File: config.mk
export PLATFORM = sky130hd
export DESIGN_NAME = bus_uart_tx_flat
export DESIGN_NICKNAME = d
export VERILOG_FILES = /design/src/rtl/bus_uart_tx_if.sv /design/src/rtl/bus_uart_tx.sv /design/src/flat_wrapper.sv
export SDC_FILE = /design/constraint.sdc
export NUM_CORES = 1
export LEC_CHECK = 0
export CELL_PAD_IN_SITES_DETAIL_PLACEMENT = 0
export CELL_PAD_IN_SITES_GLOBAL_PLACEMENT = 1
export CORE_ASPECT_RATIO = 1.2
export CORE_UTILIZATION = 45
export CTS_CLUSTER_DIAMETER = 120
export CTS_CLUSTER_SIZE = 16
export DETAILED_ROUTE_END_ITERATION = 6
export GPL_TIMING_DRIVEN = 0
export PLACE_DENSITY = 0.86
export SLEW_MARGIN = 20
export SYNTH_ARGS = -nofsm -noshare
export SYNTH_HDL_FRONTEND = slang
export SYNTH_SLANG_ARGS = --single-unit
File: constraint.sdc
create_clock -name clk -period 3.3 [get_ports clk]
set_input_delay 0.495 -clock clk [delete_from_list [all_inputs] [get_ports clk]]
set_output_delay 0.495 -clock clk [all_outputs]
set_load 0.02 [all_outputs]
File: src/rtl/bus_uart_tx_if.sv
// Slave-side view of the CPU data bus for the UART transmitter window.
// rData is combinational from the slave for the MCU read-data mux.
interface bus_uart_tx_if;
  logic        sel;
  logic        we;
  logic [3:0]  addr;
  logic [31:0] wData;
  logic [31:0] rData;

  modport master (output sel, output we, output addr, output wData, input rData);
  modport slave  (input sel, input we, input addr, input wData, output rData);
endinterface

File: src/rtl/bus_uart_tx.sv
// Memory-mapped 8N1 UART transmitter: bus stores fill a byte FIFO that a
// baud-timed shifter drains LSB first. Status/config read back combinationally.
module bus_uart_tx #(
  parameter int unsigned FIFO_DEPTH  = 8,
  parameter int unsigned DEFAULT_DIV = 867
) (
  input  logic           clk,
  input  logic           reset,
  bus_uart_tx_if.slave   bus,
  output logic           tx,
  output logic           irq_empty
);

  localparam int unsigned PtrW = $clog2(FIFO_DEPTH);
  localparam int unsigned CntW = PtrW + 1;

  localparam logic [1:0] StIdle  = 2'd0;
  localparam logic [1:0] StStart = 2'd1;
  localparam logic [1:0] StData  = 2'd2;
  localparam logic [1:0] StStop  = 2'd3;

  logic [7:0]      mem_q [FIFO_DEPTH];
  logic [7:0]      mem_d [FIFO_DEPTH];
  logic [PtrW-1:0] wr_ptr_q, wr_ptr_d, rd_ptr_q, rd_ptr_d;
  logic [CntW-1:0] count_q, count_d;
  logic            overflow_q, overflow_d;
  logic            enable_q, enable_d;
  logic [15:0]     baud_div_q, baud_div_d;

  logic [1:0]      state_q, state_d;
  logic [15:0]     cnt_q, cnt_d;
  logic [15:0]     div_q, div_d;
  logic [2:0]      idx_q, idx_d;
  logic [7:0]      shift_q, shift_d;
  logic            tx_q, tx_d;
  logic            irq_empty_q, irq_empty_d;

  logic [1:0]      reg_sel;
  logic            wr_en, push, push_ok, pop;
  logic            full, empty, busy, start_ok, cnt_done;
  logic [2:0]      idx_next;
  logic [31:0]     status;

  logic unused_bus;
  assign unused_bus = ^{bus.wData[31:16], bus.addr[1:0]};

  assign reg_sel  = bus.addr[3:2];
  assign wr_en    = bus.sel & bus.we;
  assign push     = wr_en & (reg_sel == 2'd0);
  assign full     = (count_q == CntW'(FIFO_DEPTH));
  assign empty    = (count_q == '0);
  assign busy     = (state_q != StIdle);
  // A push into a full FIFO still lands when the shifter pops on the same edge.
  assign push_ok  = push & (~full | pop);
  assign start_ok = enable_q & ~empty;
  assign cnt_done = (cnt_q == div_q);
  assign idx_next = idx_q + 3'd1;

  // FIFO and register file
  always_comb begin
    mem_d      = mem_q;
    wr_ptr_d   = wr_ptr_q;
    rd_ptr_d   = rd_ptr_q;
    count_d    = count_q;
    overflow_d = overflow_q;
    enable_d   = enable_q;
    baud_div_d = baud_div_q;

    if (push_ok) begin
      mem_d[wr_ptr_q] = bus.wData[7:0];
      wr_ptr_d        = wr_ptr_q + PtrW'(1);
    end
    if (pop) begin
      rd_ptr_d = rd_ptr_q + PtrW'(1);
    end
    case ({push_ok, pop})
      2'b10:   count_d = count_q + CntW'(1);
      2'b01:   count_d = count_q - CntW'(1);
      default: count_d = count_q;
    endcase

    if (wr_en && reg_sel == 2'd2) baud_div_d = bus.wData[15:0];
    if (wr_en && reg_sel == 2'd3) begin
      enable_d = bus.wData[0];
      if (bus.wData[1]) overflow_d = 1'b0;
    end
    if (push && full && !pop) overflow_d = 1'b1;
  end

  // Transmit FSM; tx is registered so it changes on the same edge as the state.
  always_comb begin
    state_d = state_q;
    cnt_d   = cnt_q;
    div_d   = div_q;
    idx_d   = idx_q;
    shift_d = shift_q;
    tx_d    = tx_q;
    pop     = 1'b0;

    case (state_q)
      StIdle: begin
        tx_d = 1'b1;
        if (start_ok) begin
          pop     = 1'b1;
          shift_d = mem_q[rd_ptr_q];
          div_d   = baud_div_q;
          cnt_d   = '0;
          state_d = StStart;
          tx_d    = 1'b0;
        end
      end
      StStart: begin
        if (cnt_done) begin
          cnt_d   = '0;
          idx_d   = '0;
          state_d = StData;
          tx_d    = shift_q[0];
        end else begin
          cnt_d = cnt_q + 16'd1;
        end
      end
      StData: begin
        if (cnt_done) begin
          cnt_d = '0;
          if (idx_q == 3'd7) begin
            state_d = StStop;
            tx_d    = 1'b1;
          end else begin
            idx_d = idx_next;
            tx_d  = shift_q[idx_next];
          end
        end else begin
          cnt_d = cnt_q + 16'd1;
        end
      end
      StStop: begin
        if (cnt_done) begin
          cnt_d = '0;
          if (start_ok) begin
            pop     = 1'b1;
            shift_d = mem_q[rd_ptr_q];
            div_d   = baud_div_q;
            state_d = StStart;
            tx_d    = 1'b0;
          end else begin
            state_d = StIdle;
            tx_d    = 1'b1;
          end
        end else begin
          cnt_d = cnt_q + 16'd1;
        end
      end
      default: begin
        state_d = StIdle;
        tx_d    = 1'b1;
      end
    endcase

    irq_empty_d = (count_d == '0) & (state_d == StIdle);
  end

  always_ff @(posedge clk) begin
    mem_q <= mem_d;
  end

  always_ff @(posedge clk) begin
    if (!reset) begin
      wr_ptr_q    <= '0;
      rd_ptr_q    <= '0;
      count_q     <= '0;
      overflow_q  <= 1'b0;
      enable_q    <= 1'b1;
      baud_div_q  <= 16'(DEFAULT_DIV);
      state_q     <= StIdle;
      cnt_q       <= '0;
      div_q       <= 16'(DEFAULT_DIV);
      idx_q       <= '0;
      shift_q     <= '0;
      tx_q        <= 1'b1;
      irq_empty_q <= 1'b1;
    end else begin
      wr_ptr_q    <= wr_ptr_d;
      rd_ptr_q    <= rd_ptr_d;
      count_q     <= count_d;
      overflow_q  <= overflow_d;
      enable_q    <= enable_d;
      baud_div_q  <= baud_div_d;
      state_q     <= state_d;
      cnt_q       <= cnt_d;
      div_q       <= div_d;
      idx_q       <= idx_d;
      shift_q     <= shift_d;
      tx_q        <= tx_d;
      irq_empty_q <= irq_empty_d;
    end
  end

  assign status = {16'd0, 8'(count_q), 4'd0, overflow_q, busy, empty, full};

  always_comb begin
    bus.rData = '0;
    if (bus.sel) begin
      case (reg_sel)
        2'd1:    bus.rData = status;
        2'd2:    bus.rData = {16'd0, baud_div_q};
        2'd3:    bus.rData = {31'd0, enable_q};
        default: bus.rData = '0;
      endcase
    end
  end

  assign tx        = tx_q;
  assign irq_empty = irq_empty_q;

endmodule
File: src/flat_wrapper.sv
// flat-port wrapper written by rule: the top's interface ports become plain ports
module bus_uart_tx_flat 
#(
  parameter int unsigned FIFO_DEPTH  = 8,
  parameter int unsigned DEFAULT_DIV = 867
)
  (clk, reset, tx, irq_empty, bus_sel, bus_we, bus_addr, bus_wData, bus_rData);
  bus_uart_tx_if bus_i ();
  input  logic clk;
  input  logic reset;
  output logic tx;
  output logic irq_empty;
  input wire logic [$bits(bus_i.sel)-1:0] bus_sel;
  input wire logic [$bits(bus_i.we)-1:0] bus_we;
  input wire logic [$bits(bus_i.addr)-1:0] bus_addr;
  input wire logic [$bits(bus_i.wData)-1:0] bus_wData;
  output wire logic [$bits(bus_i.rData)-1:0] bus_rData;
  assign bus_i.sel = bus_sel;
  assign bus_i.we = bus_we;
  assign bus_i.addr = bus_addr;
  assign bus_i.wData = bus_wData;
  assign bus_rData = bus_i.rData;
  bus_uart_tx #(.FIFO_DEPTH(FIFO_DEPTH), .DEFAULT_DIV(DEFAULT_DIV)) u_core (.clk(clk), .reset(reset), .bus(bus_i), .tx(tx), .irq_empty(irq_empty));
endmodule
Word level (Yosys, flattened, before mapping)
Index checks and enable logic that the tools add are counted.
{ "totals": {"ff_bits": 139, "out_inout_bits": 34} }
{ "op_classes": {"mux": 43, "order_cmp": 4, "n_reduce_logical": 21, "bitwise_logic": 10, "addsub": 6, "eq_ne": 16} }
{ "ops": {"columns": ["cell", "n"], "rows": [
  ["bitwise mux 64 bit", 1],
  ["two-way mux 16 bit", 4],
  ["one-hot mux 16 bit (2 select lines)", 2],
  ["one-hot mux 16 bit (3 select lines)", 1],
  ["two-way mux 8 bit", 5],
  ["two-way mux 32 bit", 1],
  ["binary-select mux 8 bit (select 3 bit)", 1],
  ["demux 8 bit (select 3 bit)", 1],
  ["adder 16 x 1 -> 16 bit (second input constant)", 1],
  ["== test 16 bit", 1],
  ["one-hot mux 8 bit (2 select lines)", 1],
  ["two-way mux 1 bit", 12],
  ["== test 2 bit (second input constant)", 5],
  ["two-way mux 2 bit", 5],
  ["nonzero test 2 bit", 5],
  ["adder 3 x 1 -> 3 bit (second input constant)", 3],
  ["two-way mux 3 bit", 3],
  [">= comparator 4 bit (second input constant)", 2],
  ["zero test 4 bit", 2],
  ["!= test 2 x 1 -> 1 bit (second input constant)", 4],
  ["inverter 3 -> 4 bit", 2],
  ["one-hot mux 2 bit (4 select lines)", 1],
  ["one-hot mux 4 bit (2 select lines)", 1],
  ["== test 2 x 1 -> 1 bit (second input constant)", 3],
  ["21 further kinds", 33]
]} }

Longest topological paths before layout
Gate-level depths: netlist of run 1.
{ "logic_depth": {"depth_word": 12, "ltp_mapped": 15} }

Least setup slack after synthesis of run 1
No wires, ideal clock.
{ "synth_path": {"kind": "reg-to-reg", "start": "register u_core.state_q[0]", "end": "register u_core.irq_empty_q, in the netlist u_core.irq_empty", "period_less_slack_ps": 3088, "arrival_time_ps": 2987, "path_slack_ps": 212, "path_buffers": 0, "required_ps": 3199, "setup_time_ps": 101, "stages_incl_launch_ff": 15, "path_cell_list": "dfxtp_1 -> inv_1 -> ha_1 -> nand3b_2 -> a2111oi_2 -> nand2_1 -> ha_1 -> xor2_1 -> ha_1 -> a21oi_1 -> xor2_1 -> nor2_1 -> xnor2_1 -> nand2_1 -> o41ai_1"} }
{ "synth_via": {"elab_chain_cells": 8} }
{ "synth_lines": {"columns": ["element", "line_no", "source"], "rows": [
  ["start: declaration", "bus_uart_tx.sv:30", "logic [1:0] state_q, state_d;"],
  ["start signal: assignment", "bus_uart_tx.sv:174", "state_q <= StIdle;"],
  ["start signal: assignment", "bus_uart_tx.sv:188", "state_q <= state_d;"],
  ["== test 2 bit / zero test 2 bit (equally long branches)", "bus_uart_tx.sv:100", "case (state_q)"],
  ["one-hot mux 1 bit (2 select lines)", "bus_uart_tx.sv:100", null],
  ["OR 1 bit", "bus_uart_tx.sv:54", "assign push_ok = push & (~full | pop);"],
  ["AND 1 bit", "bus_uart_tx.sv:54", null],
  ["== test 2 x 1 -> 1 bit / == test 2 bit (equally long branches)", "bus_uart_tx.sv:76", "case ({push_ok, pop})"],
  ["one-hot mux 4 bit (2 select lines)", "bus_uart_tx.sv:76", null],
  ["zero test 4 bit", "bus_uart_tx.sv:159", "irq_empty_d = (count_d == '0) & (state_d == StIdle);"],
  ["AND 1 bit (*)", "bus_uart_tx.sv:159", null],
  ["end signal: assignment", "bus_uart_tx.sv:194", "irq_empty_q <= irq_empty_d;"],
  ["end: declaration", "bus_uart_tx.sv:36", "logic irq_empty_q, irq_empty_d;"]
]} }
Mark *: on every way between the ends. The rest lies on a longest branch, timed or not.
A chain may end at the register's enable or synchronous reset.

Worst setup path in the final report of run 1
{ "layout_path": {"start": "register u_core.cnt_q[14]", "end": "register u_core.irq_empty_q, in the netlist u_core.irq_empty"} }
{ "layout_via": {"elab_chain_cells": 9} }
{ "layout_lines": {"columns": ["element", "line_no", "source"], "rows": [
  ["start: declaration", "bus_uart_tx.sv:31", "logic [15:0] cnt_q, cnt_d;"],
  ["start signal: assignment", "bus_uart_tx.sv:189", "cnt_q <= cnt_d;"],
  ["== test 16 bit (*)", "bus_uart_tx.sv:56", "assign cnt_done = (cnt_q == div_q);"],
  ["two-way mux 1 bit", "bus_uart_tx.sv:137", "if (cnt_done) begin"],
  ["one-hot mux 1 bit (2 select lines)", "bus_uart_tx.sv:100", null],
  ["OR 1 bit", "bus_uart_tx.sv:54", null],
  ["AND 1 bit", "bus_uart_tx.sv:54", null],
  ["== test 2 x 1 -> 1 bit / == test 2 bit (equally long branches)", "bus_uart_tx.sv:76", null],
  ["one-hot mux 4 bit (2 select lines)", "bus_uart_tx.sv:76", null],
  ["zero test 4 bit", "bus_uart_tx.sv:159", null],
  ["AND 1 bit (*)", "bus_uart_tx.sv:159", null]
]} }
Marks and branches as above.

==> results.sh, run 1 <==
export IMPL_outcome="finished, violations left"
export IMPL_violations="design-rule violations"
export IMPL_crit_fanout=4
export IMPL_port_buffers=37
export IMPL_hold_path_class="flop to flop"
export IMPL_fill_cells=1182
export IMPL_routed_via_density=5.56
export IMPL_hold_end="u_core.idx_q[2]$_SDFFE_PN0P_"
export IMPL_sw_frac_of_total_pct=35.0
export IMPL_netlist_area_leader_share_pct=29.8
export IMPL_fp_dieArea_sq_mm=0.0148
export IMPL_synth_warnings=0
export IMPL_period_needed_ns=3.27
export IMPL_critPathArrivalTime_ns=3.59
export IMPL_holdCritStartpoint="u_core.idx_q[2]$_SDFFE_PN0P_"
export IMPL_finalWirelength_um=15600
export IMPL_synth_cell_types=57
export IMPL_cts_hold_fix_buffers=0
export IMPL_yosysMostFrequentCell="dfxtp_1"
export IMPL_syn_area_per_cell_sq_um=11.3
export IMPL_grt_usage_pct=21.8
export IMPL_drtPass1Iterations=7
export IMPL_crit_type="flop to flop"
export IMPL_core_rowCount=47
export IMPL_clock_sinks=139
export IMPL_cts_buffers_inserted=17
export IMPL_p_per_area_mw_per_mm2=735
export IMPL_root_buffer="clkbuf_16"
export IMPL_cp_end_kind="flop"
export IMPL_leakagePower_uw=0.00276
export IMPL_rr_worst_depth=15
export IMPL_nets=712
export IMPL_setup_viol=0
export IMPL_grt_pass1_wl_um=24300
export IMPL_cts_max_level=4
export IMPL_gp_congestion=0.833
export IMPL_area_delta_synth_final_pct=22.4
export IMPL_die_h_um=133
export IMPL_coreArea_sq_mm=0.0139
export IMPL_synth_edf_count=64
export IMPL_r2r_setup_slack_ns=0.03
export IMPL_vdd_drop_max_mv=0.611
export IMPL_clkPwrFrac_pct=30.0
export IMPL_worstPathCellList="xnor2_1, nand4_1, nor4_4, buf_4, a211o_1, nand2_2, ha_4, xor2_1, ha_2, a21oi_2, xor2_1, nor2_1, xnor2_1, nand2_2, o41ai_4"
export IMPL_rr_endpoint="u_core.irq_empty$_SDFF_PN1_"
export IMPL_antenna_found_initial=0
export IMPL_ctsLongestPathBuffers=2
export IMPL_yosysSeqAreaShare_pct=53.1
export IMPL_drive_above_1_share_pct=20.0
export IMPL_startpoint_type="flop"
export IMPL_hold_viol_final=0
export IMPL_syn_cell_area_sq_mm=0.00645
export IMPL_ys_top_cells_by_area="edfxtp_1 (30%), dfxtp_1 (23%), mux4_2 (6.3%)"
export IMPL_drt_iter0_drc=308
export IMPL_p_int_uw=3770
export IMPL_worstPathRequired_ns=3.62
export IMPL_maxCapViolations=0
export IMPL_grt_max_degree=17
export IMPL_ys_ff_latch=139
export IMPL_vias=4679
export IMPL_power_total_uw=5800
export IMPL_wl_per_cell_um=18.5
export IMPL_fmax_mhz=306
export IMPL_synthCells=573
export IMPL_ios=74
export IMPL_p_sw_uw=2030
export IMPL_worst_slew_pin_slew_ns=0.939
export IMPL_worstSkewPairLatency_ns=0.43
export IMPL_slew_headroom_pct=36.6
export IMPL_ys_flop_type="dfxtp_1"
export IMPL_power_frac_comb_pct=35.8
export IMPL_min_period_over_period_pct=99.2
export IMPL_hold_depth=2
export IMPL_die_x_um=111
export IMPL_synth_commonest_cells="dfxtp_1 (75), nand2_1 (66), edfxtp_1 (64), nor2_1 (39), mux2i_1 (29)"
export IMPL_grt_pass1_vias=4692
export IMPL_r2r_start="u_core.cnt_q[14]$_SDFFE_PN0P_"
export IMPL_rsz0062_at_grt="true"
export IMPL_clk_pin_slew_ns=0.06
export IMPL_drc=5
export IMPL_critPathSlowestCell="o41ai_4"
export IMPL_cts_tree="yes"
export IMPL_post_dp_hpwl_um=10900
export IMPL_seqPwrFrac_pct=34.3
export IMPL_grt_overflow=0
export IMPL_max_stage_delay_ns=0.41
export IMPL_final_util_pct=56.9
export IMPL_async_reset_ff_share_pct=0
export IMPL_ant_nets=0
export IMPL_initial_core_util_pct=46.5
export IMPL_synth_top_area_cell="edfxtp_1"
export IMPL_antennaDiodeCount=0
export IMPL_skew_ns=0.00576
export IMPL_final_max_slew_violation_count=0
-- what timing repair did --
item | CTS | global route
endpoints found under the setup margin | 60 | 13
resized for setup | 14 | 26
pin swaps | 6 | 13
setup buffers | 9 | 8
-- kinds of logic after synthesis --
| kind of cell | synth area share, % |
|---|---|
| and+or+nand+nor | 14.8 |
| xor gates and xnor gates | 2.72 |
| DFF | 53.1 |
| AOI/OAI and AO/OA | 10.8 |
| buffers and inverters | 4.89 |
| adders and majority gates | 2.52 |
| other | 0.0581 |
| muxes | 11.1 |
-- how the worst max path moves through the flow --
stage	startpoint	to	slack, ns	depth (start not counted)
after floorplan	u_core.state_q[0]$_SDFF_PN0_	u_core.irq_empty$_SDFF_PN1_	0.21	14
after global placement	u_core.cnt_q[7]$_SDFFE_PN0P_	u_core.irq_empty$_SDFF_PN1_	-0.88	15
after detailed placement	u_core.cnt_q[7]$_SDFFE_PN0P_	u_core.irq_empty$_SDFF_PN1_	-1.02	15
after CTS	bus_addr[3]	bus_rData[11]	0.002	7
after global routing	u_core.cnt_q[8]$_SDFFE_PN0P_	u_core.irq_empty$_SDFF_PN1_	-0.11	15
final	u_core.cnt_q[14]$_SDFFE_PN0P_	u_core.irq_empty$_SDFF_PN1_	0.03	15
-- critical path: cells and delay by family, from the launching register on --
family,cells,cell delay [ns]
AO/OA/AOI/OAI,3,0.71
XOR/XNOR,4,0.69
adder cells (fa/ha/maj),2,0.36
buffers and inverters,1,0.19
flip-flops,1,0.40
AND/OR/NAND/NOR,5,0.81
-- stage by stage --
step | instances | hold slack [ns] | TNS (ns) | area (sq um) | setup WS, ns
6_report | 842 | 0.462 | 0 | 7900 | 0.0275
5_1_grt | 842 | 0.496 | -0.164 | 7900 | -0.115
4_1_cts | 834 | 0.467 | 0 | 7760 | 0.00174
3_5_place_dp | 796 | 0.459 | -5.70 | 7100 | -1.02
3_3_place_gp | 796 | 0.443 | -8.99 | 7090 | -0.876
2_1_floorplan | 588 | 0.436 | 0 | 6510 | 0.212
-- sequential cells by signal, summed over array words and instances, names as in the netlist --
| name | count |
|---|---|
| u_core.overflow_q | 1 |
| u_core.mem_q | 64 |
| u_core.enable_q | 1 |
| u_core.rd_ptr_q | 3 |
| u_core.tx | 1 |
| u_core.wr_ptr_q | 3 |
| u_core.baud_div_q | 16 |
| u_core.idx_q | 3 |
| u_core.irq_empty | 1 |
| u_core.shift_q | 8 |
| u_core.cnt_q | 16 |
| u_core.div_q | 16 |
| u_core.count_q | 4 |
| u_core.state_q | 2 |
-- area by class of cell --
type,count,area (sq um),area share (%)
clock inverters,14,114,1.44
inverters,9,33.8,0.428
repair buffers,54,498,6.31
clock buffers,17,425,5.39
plain buffers,48,277,3.50
multi-input cells,390,2880,36.5
flip-flops and latches,139,3450,43.8
well taps,171,214,2.71
-- power groups by stage --
stage / clock network, uW / registers, uW / logic [uW]
floorplan: 0 / 2010 / 1360
global placement: 0 / 2020 / 1780
detailed placement: 0 / 2020 / 1820
CTS: 1750 / 1990 / 2000
global route: 1820 / 2000 / 2260
finish: 1740 / 1990 / 2080
-- placed cells by master (no fill, tap or decap), types with 6 or more instances in the layout --
| cell | count |
|---|---|
| a211oi_2 | 8 |
| a21oi_1 | 26 |
| a22oi_1 | 8 |
| a311oi_1 | 6 |
| and3_1 | 13 |
| buf_4 | 33 |
| clkbuf_1 | 21 |
| clkbuf_16 | 17 |
| clkdlybuf4s50_1 | 37 |
| conb_1 | 16 |
| dfxtp_1 | 60 |
| dfxtp_2 | 10 |
| edfxtp_1 | 64 |
| ha_1 | 11 |
| inv_1 | 8 |
| mux2i_1 | 29 |
| mux4_2 | 18 |
| nand2_1 | 64 |
| nand2b_1 | 8 |
| nand3_1 | 20 |
| nand4_1 | 8 |
| nor2_1 | 38 |
| nor2b_1 | 13 |
| nor3_1 | 7 |
| o21ai_0 | 14 |
| xnor2_1 | 15 |
-- routing by layer --
layer	GRT usage (%)	vias to the layer above	part of all wire [%]
met5	0	-	0
met4	9.53	0	2.0
met3	5.10	25	4.5
met2	36.9	117	51
met1	26.6	2292	42
li1	-	2245	-
(Power assumes the default switching activity.)
==> inputs of run 2 (changes only) <==
- ABC_AREA: default -> 0
- GPL_TIMING_DRIVEN: 0 -> default
==> run 2 against run 1 <==
  * The flow still finishes with violations (design-rule violations)
  * Sequential cell count is the same
  * Worst setup slack better by 0.18 ns
  * Clock power increased by 14%
  * Sequential power is 3% higher
  * Register-to-register slack improved by 0.18 ns
  * Critical endpoint unchanged
  * Largest power group is now registers
==> results.sh, run 2 (synthesis results as in run 1) <==
export IMPL_startpoint_type="flop"
export IMPL_area_delta_synth_final_pct=19.4
export IMPL_worstSkewPairLatency_ns=0.42
export IMPL_grt_pass1_vias=4397
export IMPL_core_rowCount=47
export IMPL_startpoint="u_core.cnt_q[2]$_SDFFE_PN0P_"
export IMPL_antennaDiodeCount=0
export IMPL_ant_nets=0
export IMPL_clk_pin_slew_ns=0.06
export IMPL_period_needed_ns=3.09
export IMPL_hold_slack_ns=0.472
export IMPL_crit_type="flop to flop"
export IMPL_initial_core_util_pct=46.5
export IMPL_finalWirelength_um=14300
export IMPL_seqCellArea_sq_mm=0.00344
export IMPL_fill_cells=1154
export IMPL_vdd_drop_max_mv=0.539
export IMPL_cts_buffers_inserted=17
export IMPL_setup_viol=0
export IMPL_final_max_slew_violation_count=0
export IMPL_maxCapViolations=0
export IMPL_crit_fanout=6
export IMPL_fin_area_sq_mm=0.00770
export IMPL_r2r_start="u_core.cnt_q[2]$_SDFFE_PN0P_"
export IMPL_nets=677
export IMPL_ctsLongestPathBuffers=2
export IMPL_multiInputGateArea_sq_mm=0.00279
export IMPL_cp_end_kind="flop"
export IMPL_critPathArrivalTime_ns=3.41
export IMPL_fmax_mhz=323
export IMPL_min_period_over_period_pct=93.7
export IMPL_skew_ns=0.00891
export IMPL_fp_dieArea_sq_mm=0.0148
export IMPL_rr_endpoint="u_core.irq_empty$_SDFF_PN1_"
export IMPL_gp_congestion=0.794
export IMPL_worst_slew_pin_slew_ns=0.860
export IMPL_worstPathRequired_ns=3.62
export IMPL_drc=8
export IMPL_post_dp_hpwl_um=9780
export IMPL_grt_usage_pct=20.3
export IMPL_top_register="u_core.mem_q"
export IMPL_die_h_um=133
export IMPL_final_util_pct=55.5
export IMPL_drt_iter0_drc=244
export IMPL_power_total_uw=5710
export IMPL_hold_path_class="flop to flop"
export IMPL_violations="design-rule violations"
export IMPL_placed_cell_area_sq_mm=0.00702
export IMPL_vias=4553
export IMPL_grt_overflow=0
export IMPL_r2r_setup_slack_ns=0.21
export IMPL_tns_ns=0
export IMPL_largest_register_ffs=64
export IMPL_rr_worst_depth=15
export IMPL_cts_tree="yes"
export IMPL_worstSetupEndpoint="u_core.irq_empty$_SDFF_PN1_"
export IMPL_final_common_cell="nand2_1"
export IMPL_drive_above_1_share_pct=16.8
export IMPL_hold_viol_final=0
export IMPL_root_buffer="clkbuf_16"
export IMPL_coreArea_sq_mm=0.0139
export IMPL_port_buffers=39
export IMPL_final_cell_mix="nand2_1 (66), edfxtp_1 (64), dfxtp_1 (63), nor2_1 (39), clkdlybuf4s50_1 (39)"
export IMPL_p_per_area_mw_per_mm2=742
export IMPL_die_x_um=111
export IMPL_ios=74
export IMPL_antenna_found_initial=0
export IMPL_clock_sinks=139
export IMPL_wl_per_cell_um=17.7
export IMPL_routed_via_density=5.63
export IMPL_leakagePower_uw=0.00269
export IMPL_outcome="finished, violations left"
export IMPL_holdCritStartpoint="u_core.idx_q[2]$_SDFFE_PN0P_"
export IMPL_grt_pass1_wl_um=23100
export IMPL_slew_headroom_pct=42.1
export IMPL_grt_max_degree=51
export IMPL_drtPass1Iterations=7
export IMPL_cts_max_level=4
-- run 2: cell count changes in the layout (fill, tap and decap cells not counted), moves of 3 or more --
cell        before  now
xnor2_1         15   18
clkinvlp_4       5    1
dfxtp_1         60   63
clkbuf_1        21    0
buf_2            3    0
buf_4           33   28
clkinv_8         0    3
buf_6            4    0
xnor2_2          3    0
dfxtp_4          5    0
-- run 2: routing by layer --
metal	up-vias	part of all wire, %	global-route usage, %
li1	2171	-	-
met1	2224	42	26.2
met2	133	51	33.6
met3	25	4.8	4.14
met4	0	2.4	8.26
met5	-	0	0
-- run 2: worst min-delay path by stage --
stage | cells after the start | slack, ns | endpoint
final | 2 | 0.47 | u_core.idx_q[2]$_SDFFE_PN0P_
after global routing | 2 | 0.49 | u_core.idx_q[2]$_SDFFE_PN0P_
after CTS | 2 | 0.48 | u_core.idx_q[2]$_SDFFE_PN0P_
after detailed placement | 2 | 0.47 | u_core.idx_q[2]$_SDFFE_PN0P_
after global placement | 2 | 0.44 | u_core.idx_q[2]$_SDFFE_PN0P_
after floorplan | 2 | 0.44 | u_core.idx_q[1]$_SDFFE_PN0P_
-- run 2: critical path, cell delays in order, from the launching register on --
cell,delay [ns]
dfxtp_1,0.45
xnor2_1,0.16
nand4_1,0.15
nor4_2,0.28
buf_4,0.20
a211o_1,0.20
nand2_1,0.10
ha_1,0.23
xor2_1,0.17
ha_1,0.20
a21oi_1,0.14
xor2_1,0.16
nor2_1,0.06
xnor2_1,0.18
nand2_1,0.09
o41ai_1,0.22
-- run 2: final cells by class --
type / count / area share (%)
Sequential cell: 139 / 44.7
Clock buffer: 17 / 5.52
Inverter: 9 / 0.439
Timing Repair Buffer: 67 / 7.80
Tap cell: 171 / 2.78
Multi-Input combinational cell: 390 / 36.2
Clock inverter: 15 / 2.60
-- run 2: repair_timing --
action,4_1_cts,5_1_grt
gates resized for setup,0,13
setup endpoints to repair,0,1
setup buffers,0,3
hold buffers,0,0
-- run 2: where the power goes --
group	leakage (uW)	switching, uW	total, uW	internal, uW
combinational	0.00120	965	1690	725
sequential	0.00119	137	2040	1910
clock	0.000302	823	1980	1160
-- run 2: stage by stage --
stage	instances	setup slack, ns
3_5_place_dp	773	0.103
2_1_floorplan	588	0.212
6_report	808	0.209
5_1_grt	808	-0.00226
4_1_cts	805	0.0952
3_3_place_gp	773	0.117
==> inputs of run 3 (changes only) <==
- RECOVER_POWER: default -> 25
==> run 3 against run 2 <==
  * Largest cell class unchanged
  * Highest routed layer unchanged
  * Utilization is the same
  * Non-clock buffer count did not move
  * The flow still finishes with violations (design-rule violations)
  * Sequential cell count unchanged
==> results.sh, run 3 (synthesis results as in run 1) <==
export IMPL_final_common_cell="nand2_1"
export IMPL_coreArea_sq_mm=0.0139
export IMPL_outcome="finished, violations left"
export IMPL_worst_slew_pin_slew_ns=0.873
export IMPL_ant_nets=0
export IMPL_fp_dieArea_sq_mm=0.0148
export IMPL_leakagePower_uw=0.00269
export IMPL_violations="design-rule violations"
export IMPL_skew_ns=0.00895
export IMPL_top_register="u_core.mem_q"
export IMPL_placed_cell_area_sq_mm=0.00702
export IMPL_hold_slack_ns=0.472
export IMPL_root_buffer="clkbuf_16"
export IMPL_critPathSlowestCell="dfxtp_1"
export IMPL_area_delta_synth_final_pct=19.4
export IMPL_worstPathCellList="xnor2_1, nand4_1, nor4_2, buf_4, a211o_1, nand2_1, ha_1, xor2_1, ha_1, a21oi_1, xor2_1, nor2_1, xnor2_1, nand2_1, o41ai_1"
export IMPL_wl_per_cell_um=17.7
export IMPL_antennaDiodeCount=0
export IMPL_min_period_over_period_pct=93.7
export IMPL_port_buffers=39
export IMPL_hold_path_class="flop to flop"
export IMPL_grt_usage_pct=20.3
export IMPL_antenna_found_initial=0
export IMPL_maxCapViolations=0
export IMPL_die_x_um=111
export IMPL_worstPathRequired_ns=3.62
export IMPL_final_cell_mix="nand2_1 (66), edfxtp_1 (64), dfxtp_1 (63), nor2_1 (39), clkdlybuf4s50_1 (31)"
export IMPL_core_rowCount=47
export IMPL_grt_pass1_wl_um=23100
export IMPL_grt_max_degree=51
export IMPL_crit_fanout=6
export IMPL_vdd_drop_max_mv=0.539
export IMPL_cts_buffers_inserted=17
export IMPL_hold_viol_final=0
export IMPL_drive_above_1_share_pct=16.8
export IMPL_post_dp_hpwl_um=9780
export IMPL_vias=4544
export IMPL_fin_area_sq_mm=0.00770
export IMPL_max_stage_delay_ns=0.45
export IMPL_critPathArrivalTime_ns=3.41
export IMPL_ctsLongestPathBuffers=2
export IMPL_startpoint_type="flop"
export IMPL_gp_congestion=0.794
export IMPL_grt_overflow=0
export IMPL_routed_via_density=5.62
export IMPL_crit_type="flop to flop"
export IMPL_cp_end_kind="flop"
export IMPL_cts_hold_fix_buffers=0
export IMPL_initial_core_util_pct=46.5
export IMPL_grt_pass1_vias=4397
export IMPL_finalWirelength_um=14300
export IMPL_clock_sinks=139
export IMPL_fmax_mhz=324
export IMPL_period_needed_ns=3.09
export IMPL_drtPass1Iterations=7
export IMPL_nets=677
export IMPL_setup_viol=0
export IMPL_final_max_slew_violation_count=0
export IMPL_slew_headroom_pct=41.3
export IMPL_drc=8
export IMPL_worstSkewPairLatency_ns=0.42
export IMPL_ios=74
export IMPL_largest_register_ffs=64
export IMPL_tns_ns=0
export IMPL_cts_max_level=4
export IMPL_drt_iter0_drc=243
export IMPL_clk_pin_slew_ns=0.06
export IMPL_p_per_area_mw_per_mm2=742
export IMPL_cts_tree="yes"
export IMPL_die_h_um=133
-- run 3: metal layers --
layer  vias to the layer above  routed length, um  GRT usage (%)
met5                         -                  0              0
met2                       118               7310           33.6
li1                       2174                  -              -
met3                        25                613           4.14
met1                      2227               6070           26.2
met4                         0                340           8.26
-- run 3: critical path, delay by kind of cell (launching register included) --
kind / cells / cell delay, ns
xor gates and xnor gates: 4 / 0.67
and+or+nand+nor: 5 / 0.68
DFF: 1 / 0.45
adders and majority gates: 2 / 0.43
AOI/OAI and AO/OA: 3 / 0.56
buffers and inverters: 1 / 0.20
-- run 3: layout make-up --
type / count / area [sq um]
Clock buffer: 17 / 425
Multi-Input combinational cell: 390 / 2790
Sequential cell: 139 / 3440
Tap cell: 171 / 214
Clock inverter: 15 / 200
Fill cell: 1154 / 6180
Inverter: 9 / 33.8
Timing Repair Buffer: 67 / 601
-- run 3: timing repair --
action / CTS / global route
endpoints found under the setup margin: 0 / 1
setup buffers: 0 / 3
resized for setup: 0 / 13
-- run 3: final timing paths --
path                            slack [ns]                      endpoint                          from  cells after the start
worst min register to register        0.47  u_core.idx_q[2]$_SDFFE_PN0P_  u_core.idx_q[2]$_SDFFE_PN0P_                      2
worst min-delay path                  0.47  u_core.idx_q[2]$_SDFFE_PN0P_  u_core.idx_q[2]$_SDFFE_PN0P_                      2
worst max register to register        0.21   u_core.irq_empty$_SDFF_PN1_  u_core.cnt_q[2]$_SDFFE_PN0P_                     15
worst max-delay path                  0.21   u_core.irq_empty$_SDFF_PN1_  u_core.cnt_q[2]$_SDFFE_PN0P_                     15
-- run 3: where the power goes --
part | internal (uW) | switching (uW) | total [uW]
registers | 1910 | 137 | 2040
clock network | 1160 | 823 | 1980
logic | 723 | 967 | 1690
-- run 3: per-stage QoR --
stage / power, uW / std cells / util [%] / worst slack [ns]
3_3_place_gp: 3690 / 773 / 50.6 / 0.117
3_5_place_dp: 3750 / 773 / 50.6 / 0.103
5_1_grt: 5980 / 808 / 55.5 / -0.00226
2_1_floorplan: 3370 / 588 / - / 0.212
4_1_cts: 5720 / 805 / 55.1 / 0.0952
6_report: 5710 / 808 / 55.5 / 0.209
